--- src/rtl/smult_pkg.sv ---
// Shared definitions for the radix-16 odd-multiple table generator.
package smult_pkg;

   localparam int unsigned NMULT = 8;
   localparam int unsigned EXT_W = 4;

   typedef enum logic [2:0] {
      MUL_1  = 3'd0,
      MUL_3  = 3'd1,
      MUL_5  = 3'd2,
      MUL_7  = 3'd3,
      MUL_9  = 3'd4,
      MUL_11 = 3'd5,
      MUL_13 = 3'd6,
      MUL_15 = 3'd7
   } mult_idx_e;

   // Extension bits placed above the operand MSB: sign copies or zeros.
   function automatic logic [EXT_W-1:0] oext(input logic msb, input logic sgn);
      return (sgn && msb) ? '1 : '0;
   endfunction

endpackage

--- src/rtl/adder.sv ---
// Carry-propagate adder cell with carry-in, result modulo 2^W.
module adder #(
   parameter int unsigned W = 8
) (
   input  logic [W-1:0] i_a,
   input  logic [W-1:0] i_b,
   input  logic         i_cin,
   output logic [W-1:0] o_s
);

   assign o_s = i_a + i_b + {{(W-1){1'b0}}, i_cin};

endmodule

--- src/rtl/adder_CSA.sv ---
// 3:2 carry-save compressor; carry vector is pre-shifted, result modulo 2^W.
module adder_CSA #(
   parameter int unsigned W = 8
) (
   input  logic [W-1:0] i_a,
   input  logic [W-1:0] i_b,
   input  logic [W-1:0] i_c,
   output logic [W-1:0] o_s,
   output logic [W-1:0] o_c
);

   assign o_s = i_a ^ i_b ^ i_c;
   assign o_c = {(i_a[W-2:0] & i_b[W-2:0]) |
                 (i_a[W-2:0] & i_c[W-2:0]) |
                 (i_b[W-2:0] & i_c[W-2:0]), 1'b0};

endmodule

--- src/rtl/smult_oddtab_s1.sv ---
// Stage-1 combinational logic: operand extension, direct sums and carry-save pairs.
module smult_oddtab_s1 import smult_pkg::*; #(
   parameter  int unsigned WIDTH = 65,
   localparam int unsigned OW    = WIDTH + EXT_W
) (
   input  logic [WIDTH-1:0] i_a,
   input  logic             i_signed,
   output logic [OW-1:0]    o_a1,
   output logic [OW-1:0]    o_a3,
   output logic [OW-1:0]    o_a5,
   output logic [OW-1:0]    o_a9,
   output logic [OW-1:0]    o_s7,
   output logic [OW-1:0]    o_c7,
   output logic [OW-1:0]    o_s11,
   output logic [OW-1:0]    o_c11,
   output logic [OW-1:0]    o_s13,
   output logic [OW-1:0]    o_c13,
   output logic [OW-1:0]    o_a16,
   output logic [OW-1:0]    o_na
);

   logic [OW-1:0] w_ax;
   logic [OW-1:0] w_a2;
   logic [OW-1:0] w_a4;
   logic [OW-1:0] w_a8;

   assign w_ax  = {oext(i_a[WIDTH-1], i_signed), i_a};
   assign w_a2  = {w_ax[OW-2:0], 1'b0};
   assign w_a4  = {w_ax[OW-3:0], 2'b0};
   assign w_a8  = {w_ax[OW-4:0], 3'b0};
   assign o_a1  = w_ax;
   // 15A = 16A - A = 16A + ~A + 1; the +1 is the stage-2 carry-in.
   assign o_a16 = {w_ax[OW-5:0], 4'b0};
   assign o_na  = ~w_ax;

   adder #(.W(OW)) u_add3 (.i_a(w_ax), .i_b(w_a2), .i_cin(1'b0), .o_s(o_a3));
   adder #(.W(OW)) u_add5 (.i_a(w_ax), .i_b(w_a4), .i_cin(1'b0), .o_s(o_a5));
   adder #(.W(OW)) u_add9 (.i_a(w_ax), .i_b(w_a8), .i_cin(1'b0), .o_s(o_a9));

   adder_CSA #(.W(OW)) u_csa7  (.i_a(w_ax), .i_b(w_a2), .i_c(w_a4), .o_s(o_s7),  .o_c(o_c7));
   adder_CSA #(.W(OW)) u_csa11 (.i_a(w_ax), .i_b(w_a2), .i_c(w_a8), .o_s(o_s11), .o_c(o_c11));
   adder_CSA #(.W(OW)) u_csa13 (.i_a(w_ax), .i_b(w_a4), .i_c(w_a8), .o_s(o_s13), .o_c(o_c13));

endmodule

--- src/rtl/smult_oddtab_pipe.sv ---
// Two-stage pipelined odd-multiple table (1A..15A) with valid/ready, flush and tag.
module smult_oddtab_pipe import smult_pkg::*; #(
   parameter  int unsigned WIDTH = 65,
   parameter  int unsigned TAG_W = 6,
   localparam int unsigned OW    = WIDTH + EXT_W
) (
   input  logic             clk,
   input  logic             rst,
   input  logic             flush,
   input  logic             in_vld,
   output logic             in_rdy,
   input  logic [WIDTH-1:0] in_A,
   input  logic             in_signed,
   input  logic [TAG_W-1:0] in_tag,
   output logic             out_vld,
   input  logic             out_rdy,
   output logic [TAG_W-1:0] out_tag,
   output logic [OW-1:0]    out_A1,
   output logic [OW-1:0]    out_A3,
   output logic [OW-1:0]    out_A5,
   output logic [OW-1:0]    out_A7,
   output logic [OW-1:0]    out_A9,
   output logic [OW-1:0]    out_A11,
   output logic [OW-1:0]    out_A13,
   output logic [OW-1:0]    out_A15
);

   logic [OW-1:0] w_a1, w_a3, w_a5, w_a9;
   logic [OW-1:0] w_s7, w_c7, w_s11, w_c11, w_s13, w_c13, w_a16, w_na;
   logic [OW-1:0] w_a7, w_a11, w_a13, w_a15;
   logic          w_s1_adv, w_s2_adv, w_acc;

   logic             r_s1_vld;
   logic [TAG_W-1:0] r_s1_tag;
   logic [OW-1:0]    r_s1_a1, r_s1_a3, r_s1_a5, r_s1_a9;
   logic [OW-1:0]    r_s1_s7, r_s1_c7, r_s1_s11, r_s1_c11, r_s1_s13, r_s1_c13;
   logic [OW-1:0]    r_s1_a16, r_s1_na;

   logic             r_s2_vld;
   logic [TAG_W-1:0] r_s2_tag;
   logic [OW-1:0]    r_s2_a1, r_s2_a3, r_s2_a5, r_s2_a7;
   logic [OW-1:0]    r_s2_a9, r_s2_a11, r_s2_a13, r_s2_a15;

   // One-level ready chain: a stage advances when empty or when downstream advances.
   assign w_s2_adv = !r_s2_vld || out_rdy;
   assign w_s1_adv = !r_s1_vld || w_s2_adv;
   assign in_rdy   = w_s1_adv;
   assign w_acc    = in_vld && w_s1_adv;

   smult_oddtab_s1 #(.WIDTH(WIDTH)) u_s1 (
      .i_a     (in_A),
      .i_signed(in_signed),
      .o_a1    (w_a1),
      .o_a3    (w_a3),
      .o_a5    (w_a5),
      .o_a9    (w_a9),
      .o_s7    (w_s7),
      .o_c7    (w_c7),
      .o_s11   (w_s11),
      .o_c11   (w_c11),
      .o_s13   (w_s13),
      .o_c13   (w_c13),
      .o_a16   (w_a16),
      .o_na    (w_na)
   );

   always_ff @(posedge clk or posedge rst) begin
      if (rst) begin
         r_s1_vld <= 1'b0;
         r_s1_tag <= '0;
         r_s1_a1  <= '0;
         r_s1_a3  <= '0;
         r_s1_a5  <= '0;
         r_s1_a9  <= '0;
         r_s1_s7  <= '0;
         r_s1_c7  <= '0;
         r_s1_s11 <= '0;
         r_s1_c11 <= '0;
         r_s1_s13 <= '0;
         r_s1_c13 <= '0;
         r_s1_a16 <= '0;
         r_s1_na  <= '0;
      end else begin
         if (flush)         r_s1_vld <= 1'b0;
         else if (w_s1_adv) r_s1_vld <= in_vld;
         if (w_acc && !flush) begin
            r_s1_tag <= in_tag;
            r_s1_a1  <= w_a1;
            r_s1_a3  <= w_a3;
            r_s1_a5  <= w_a5;
            r_s1_a9  <= w_a9;
            r_s1_s7  <= w_s7;
            r_s1_c7  <= w_c7;
            r_s1_s11 <= w_s11;
            r_s1_c11 <= w_c11;
            r_s1_s13 <= w_s13;
            r_s1_c13 <= w_c13;
            r_s1_a16 <= w_a16;
            r_s1_na  <= w_na;
         end
      end
   end

   adder #(.W(OW)) u_add7  (.i_a(r_s1_s7),  .i_b(r_s1_c7),  .i_cin(1'b0), .o_s(w_a7));
   adder #(.W(OW)) u_add11 (.i_a(r_s1_s11), .i_b(r_s1_c11), .i_cin(1'b0), .o_s(w_a11));
   adder #(.W(OW)) u_add13 (.i_a(r_s1_s13), .i_b(r_s1_c13), .i_cin(1'b0), .o_s(w_a13));
   adder #(.W(OW)) u_add15 (.i_a(r_s1_a16), .i_b(r_s1_na),  .i_cin(1'b1), .o_s(w_a15));

   always_ff @(posedge clk or posedge rst) begin
      if (rst) begin
         r_s2_vld <= 1'b0;
         r_s2_tag <= '0;
         r_s2_a1  <= '0;
         r_s2_a3  <= '0;
         r_s2_a5  <= '0;
         r_s2_a7  <= '0;
         r_s2_a9  <= '0;
         r_s2_a11 <= '0;
         r_s2_a13 <= '0;
         r_s2_a15 <= '0;
      end else begin
         if (flush)         r_s2_vld <= 1'b0;
         else if (w_s2_adv) r_s2_vld <= r_s1_vld;
         if (w_s2_adv && r_s1_vld && !flush) begin
            r_s2_tag <= r_s1_tag;
            r_s2_a1  <= r_s1_a1;
            r_s2_a3  <= r_s1_a3;
            r_s2_a5  <= r_s1_a5;
            r_s2_a7  <= w_a7;
            r_s2_a9  <= r_s1_a9;
            r_s2_a11 <= w_a11;
            r_s2_a13 <= w_a13;
            r_s2_a15 <= w_a15;
         end
      end
   end

   assign out_vld = r_s2_vld;
   assign out_tag = r_s2_tag;
   assign out_A1  = r_s2_a1;
   assign out_A3  = r_s2_a3;
   assign out_A5  = r_s2_a5;
   assign out_A7  = r_s2_a7;
   assign out_A9  = r_s2_a9;
   assign out_A11 = r_s2_a11;
   assign out_A13 = r_s2_a13;
   assign out_A15 = r_s2_a15;

endmodule

--- config.mk ---
export PLATFORM = sky130hd
export DESIGN_NAME = smult_oddtab_pipe
export DESIGN_NICKNAME = d
export VERILOG_FILES = /design/src/rtl/smult_pkg.sv /design/src/rtl/adder.sv /design/src/rtl/adder_CSA.sv /design/src/rtl/smult_oddtab_s1.sv /design/src/rtl/smult_oddtab_pipe.sv
export SDC_FILE = /design/constraint.sdc
export NUM_CORES = 2
export LEC_CHECK = 0
export CAP_MARGIN = 20
export CORE_ASPECT_RATIO = 1.1
export CORE_MARGIN = 3
export CORE_UTILIZATION = 65
export CTS_CLUSTER_DIAMETER = 100
export DETAILED_ROUTE_END_ITERATION = 12
export PLACE_DENSITY = 0.89
export SKIP_CTS_REPAIR_TIMING = 1
export SKIP_LAST_GASP = 1
export SLEW_MARGIN = 20
export SYNTH_ARGS = -nofsm -noshare
export SYNTH_HDL_FRONTEND = slang
export SYNTH_HIERARCHICAL = 1
export SYNTH_SLANG_ARGS = --single-unit
--- constraint.sdc ---
create_clock -name clk -period 97.7 [get_ports clk]
set_input_delay 19.54 -clock clk [delete_from_list [all_inputs] [get_ports clk]]
set_output_delay 19.54 -clock clk [all_outputs]
set_load 0.005 [all_outputs]
# Word level (Yosys, flattened, before mapping)
# Index checks and enable logic that the tools add are counted.
# W data, S select, Z words.
# op_classes
mux	5
bitwise_logic	18
n_reduce_logical	12
addsub	8
# op_table
operator	count
$add A69 B69 Y69	7
$and A68 B68 Y68	6
$or A68 B68 Y68	6
$xor A69 B69 Y69	5
$add A69 B1 Y69 const B	1
$not A69 Y69	1
$logic_and A1 B1 Y1	5
$mux W1	4
$mux W4	1
$reduce_bool A2 Y1	2
$logic_not A1 Y1	3
$logic_or A1 B1 Y1	2
# totals
word_cells	67
register_bits	1387
in_bits	77
output_inout_bits	560

# Logic depth before layout (Yosys ltp)
# depth
ltp_word	5
ltp_mapped	13
ltp_nobuf	13

# Hierarchy
# Netlist, hierarchy kept.
# modules_own_cells
mod	seq_area_each_um2	area_per_inst_um2	cells_each	instances
smult_oddtab_pipe	34883.5	52719.3	2954	1
adder (u_add7 ...)	0.0	3875.0	557	4
adder (u_add11 ...)	0.0	4181.5	619	3
adder_CSA	0.0	1396.3	71	3
smult_oddtab_s1	0.0	1308.8	208	1

# Least setup slack after synthesis
# OpenSTA, ideal clock, no wires.
# synth_timing
path_type	input port to output port
from	input out_rdy
to	output in_rdy
n_path_buf	0
setup_slack_ps	58347
cell_stages	2
t_arrival_ps	19813
required_ps	78160
path_cell_list	and3b_1 > inv_1
# synth_via
elab_chain_cells	2
# synth_rtl
item	line_no	rtl
from (decl)	smult_oddtab_pipe.sv:16	input logic out_rdy,
$logic_or A1 B1 Y1	smult_oddtab_pipe.sv:45	assign w_s2_adv = !r_s2_vld || out_rdy;
$logic_or A1 B1 Y1	smult_oddtab_pipe.sv:46	assign w_s1_adv = !r_s1_vld || w_s2_adv;
to (decl)	smult_oddtab_pipe.sv:11	output logic in_rdy,
# Every way passes these cells.

# Final worst setup path
# Ends and elaborated chain as after synthesis.

==> impl_metrics.env <==
export IMPL_die_h_um=388
export IMPL_crit_fanout=3
export IMPL_syn_area_mm2=0.0863
export IMPL_cts_root_buf="clkbuf_16"
export IMPL_grt_pass1_vias=62800
export IMPL_ys_ff_latch=1394
export IMPL_drv_slew=0
export IMPL_intPower_mw=1.67
export IMPL_clk_latency_ns=0.80
export IMPL_arrival_ns=20.80
export IMPL_dp_hpwl_um=174000
export IMPL_fin_skew_ns=0.0305
export IMPL_yosysUniqueCellTypes=88
export IMPL_synthArstFlopShare_pct=100
export IMPL_finalHoldViolCount=0
export IMPL_synth_edff_count=0
export IMPL_start_kind="input port"
export IMPL_status="completed"
export IMPL_layout_drive_gt1_share_pct=20.8
export IMPL_post_synth_top_count_cell="dfrtp_1"
export IMPL_synth_common_cells="dfrtp_1, mux2_2, a21oi_1, ha_1, nand2_1"
export IMPL_seq_power_share_pct=34.6
export IMPL_maxSlewHeadroom_pct=28.5
export IMPL_routed_via_density=6.37
export IMPL_drt_first_pass_iters=9
export IMPL_cts_htree_levels=4
export IMPL_setup_slack_ns=57.37
export IMPL_switching_share_pct=35.5
export IMPL_cts_buffers=148
export IMPL_antenna_found_initial=9
export IMPL_syn_to_final_growth_pct=12.9
export IMPL_power_density_mw_per_mm2=26.6
export IMPL_period_share_pct=41.3
export IMPL_worst_ep_required_time_ns=78.16
export IMPL_detailedRoute_firstIterationViolations=6047
export IMPL_clockBufferDepth=3
export IMPL_clkTransAtPathRegs_ns=0.06
export IMPL_synth_area_leaders="dfrtp_1, mux2_2, ha_1"
export IMPL_ant_nets=0
export IMPL_tns_ns=0
export IMPL_stdcell_count=9765
export IMPL_initial_utilization_pct=65.8
export IMPL_grt_max_degree=169
export IMPL_ys_seq_area_share_pct=40.4
export IMPL_cts_tree="yes"
export IMPL_vdd_ir_drop_max_mv=0.0205
export IMPL_p_switching_uw=921
export IMPL_yosysWarnings=6
export IMPL_drc=0
export IMPL_whs_ns=0.487
export IMPL_wl_per_cell_um=24.9
export IMPL_io_pins=637
export IMPL_dieArea_mm2=0.137
export IMPL_max_freq_mhz=24.8
export IMPL_cts_sinks=1394
export IMPL_place_gp_congestion=0.959
export IMPL_synth_avg_cell_area_um2=11.6
export IMPL_rsz0062_at_grt="false"
export IMPL_final_setup_viol_count=0
export IMPL_hp_class="reg -> reg"
export IMPL_grt_pass1_wl_um=376000
export IMPL_rows=139
export IMPL_cap_violations=0
export IMPL_tightest_slew_ns=1.07
export IMPL_ys_dominant_reg_cell="dfrtp_1"
export IMPL_core_area_mm2=0.131
export IMPL_vias=62200
export IMPL_grt_total_usage_pct=35.0
export IMPL_critPathCaptureType="output pin"
export IMPL_dieWidth_um=353
export IMPL_netlist_instances=7460
export IMPL_yosys_area_top_type="dfrtp_1"
export IMPL_fin_crit_ns=40.34
export IMPL_port_buffers=636
export IMPL_routed_wl_um=243000
export IMPL_overflow=0
export IMPL_post_place_ws_ns=57.35
export IMPL_comb_power_share_pct=42.8
export IMPL_nNetsFinal=8647
export IMPL_path_class="in -> out"
export IMPL_clkPwrFrac_pct=22.6
export IMPL_leakage_nw=42.6
export IMPL_synth_top_area_share_pct=40.4
export IMPL_dp_cells=9494
## routing by layer
layer	GRT usage, %	wire [um]
met5	0	13
met4	13.0	9520
met3	7.81	19700
met2	55.3	112000
met1	47.6	102000
## final cells by class
class                      count  area, um2
sequential                  1394      34900
multi-input combinational   5437      47700
tap                         1762       2200
fill                        8711      33700
clock buffer                 219       4470
clock inverter                49        616
timing repair buffer         719       6850
inverter                     183        694
antenna                        2       5.00
## worst max-delay path, cell delays in order
cell             delay (ns)
clkdlybuf4s50_1        0.47
and3b_1                0.22
inv_1                  0.07
clkdlybuf4s50_1        0.50
## cells in the final DEF (no fill, tap or decap), types with 33 or more instances in the layout
cell type / n
a211oi_1: 43
a21o_1: 219
a21oi_1: 572
a31oi_1: 33
buf_2: 44
buf_4: 76
clkbuf_16: 154
clkbuf_8: 37
clkdlybuf4s50_1: 592
conb_1: 34
dfrtp_1: 1394
fa_1: 218
ha_1: 469
inv_1: 182
mux2_1: 260
mux2_2: 902
mux2_4: 230
nand2_1: 387
nand3_1: 75
nand4_1: 151
nor2_1: 339
nor2b_1: 46
nor3_1: 54
o211ai_1: 50
o21a_1: 55
o21ai_0: 269
o21ai_1: 43
o21bai_1: 122
xnor2_1: 245
xor2_1: 206
## power by group through the flow
stage                     Combinational, mW  Clock, mW  Sequential [mW]
after floorplan                       0.646          0            0.868
after global placement                 1.05          0            0.890
after detailed placement               1.08          0            0.901
after CTS                              1.10      0.594            0.897
after global routing                   1.19      0.617            0.917
final                                  1.11      0.586            0.898
## cells by family (layout without fill, tap and decap cells)
kind of cell,after synthesis,count (layout),share of synthesized area [%]
mux,1392,1392,19.2
flops,1394,1394,40.4
fa+ha+maj,687,687,11.9
xor+xnor,454,454,4.66
buf+inv,657,1170,4.40
simple gates,1217,1217,6.73
other cells,6,36,0.0261
compound gates,1653,1653,12.7
## per-stage QoR
step | area [um2] | power [mW] | utilization [%]
global placement | 92300 | 1.94 | 70.4
CTS | 97400 | 2.59 | 74.3
global route | 97400 | 2.72 | 74.3
floorplan | 86400 | 1.51 | -
detailed placement | 92300 | 1.98 | 70.4
finish | 97400 | 2.59 | 74.3
## final timing paths
path	startpoint	endpoint	slack (ns)	cells after the start
max reg2reg	r_s1_vld	r_s1_c13[10]	92.89	7
min reg2reg	r_s1_c13[43]	r_s1_c13[43]	0.49	1
min	r_s1_c13[43]	r_s1_c13[43]	0.49	1
max in group asynchronous	rst	r_s1_a16[64]	74.29	6
min in group asynchronous	rst	out_A15[11]	19.28	2
max	out_rdy	in_rdy	57.37	4
Power figures use the tool's default switching activity.
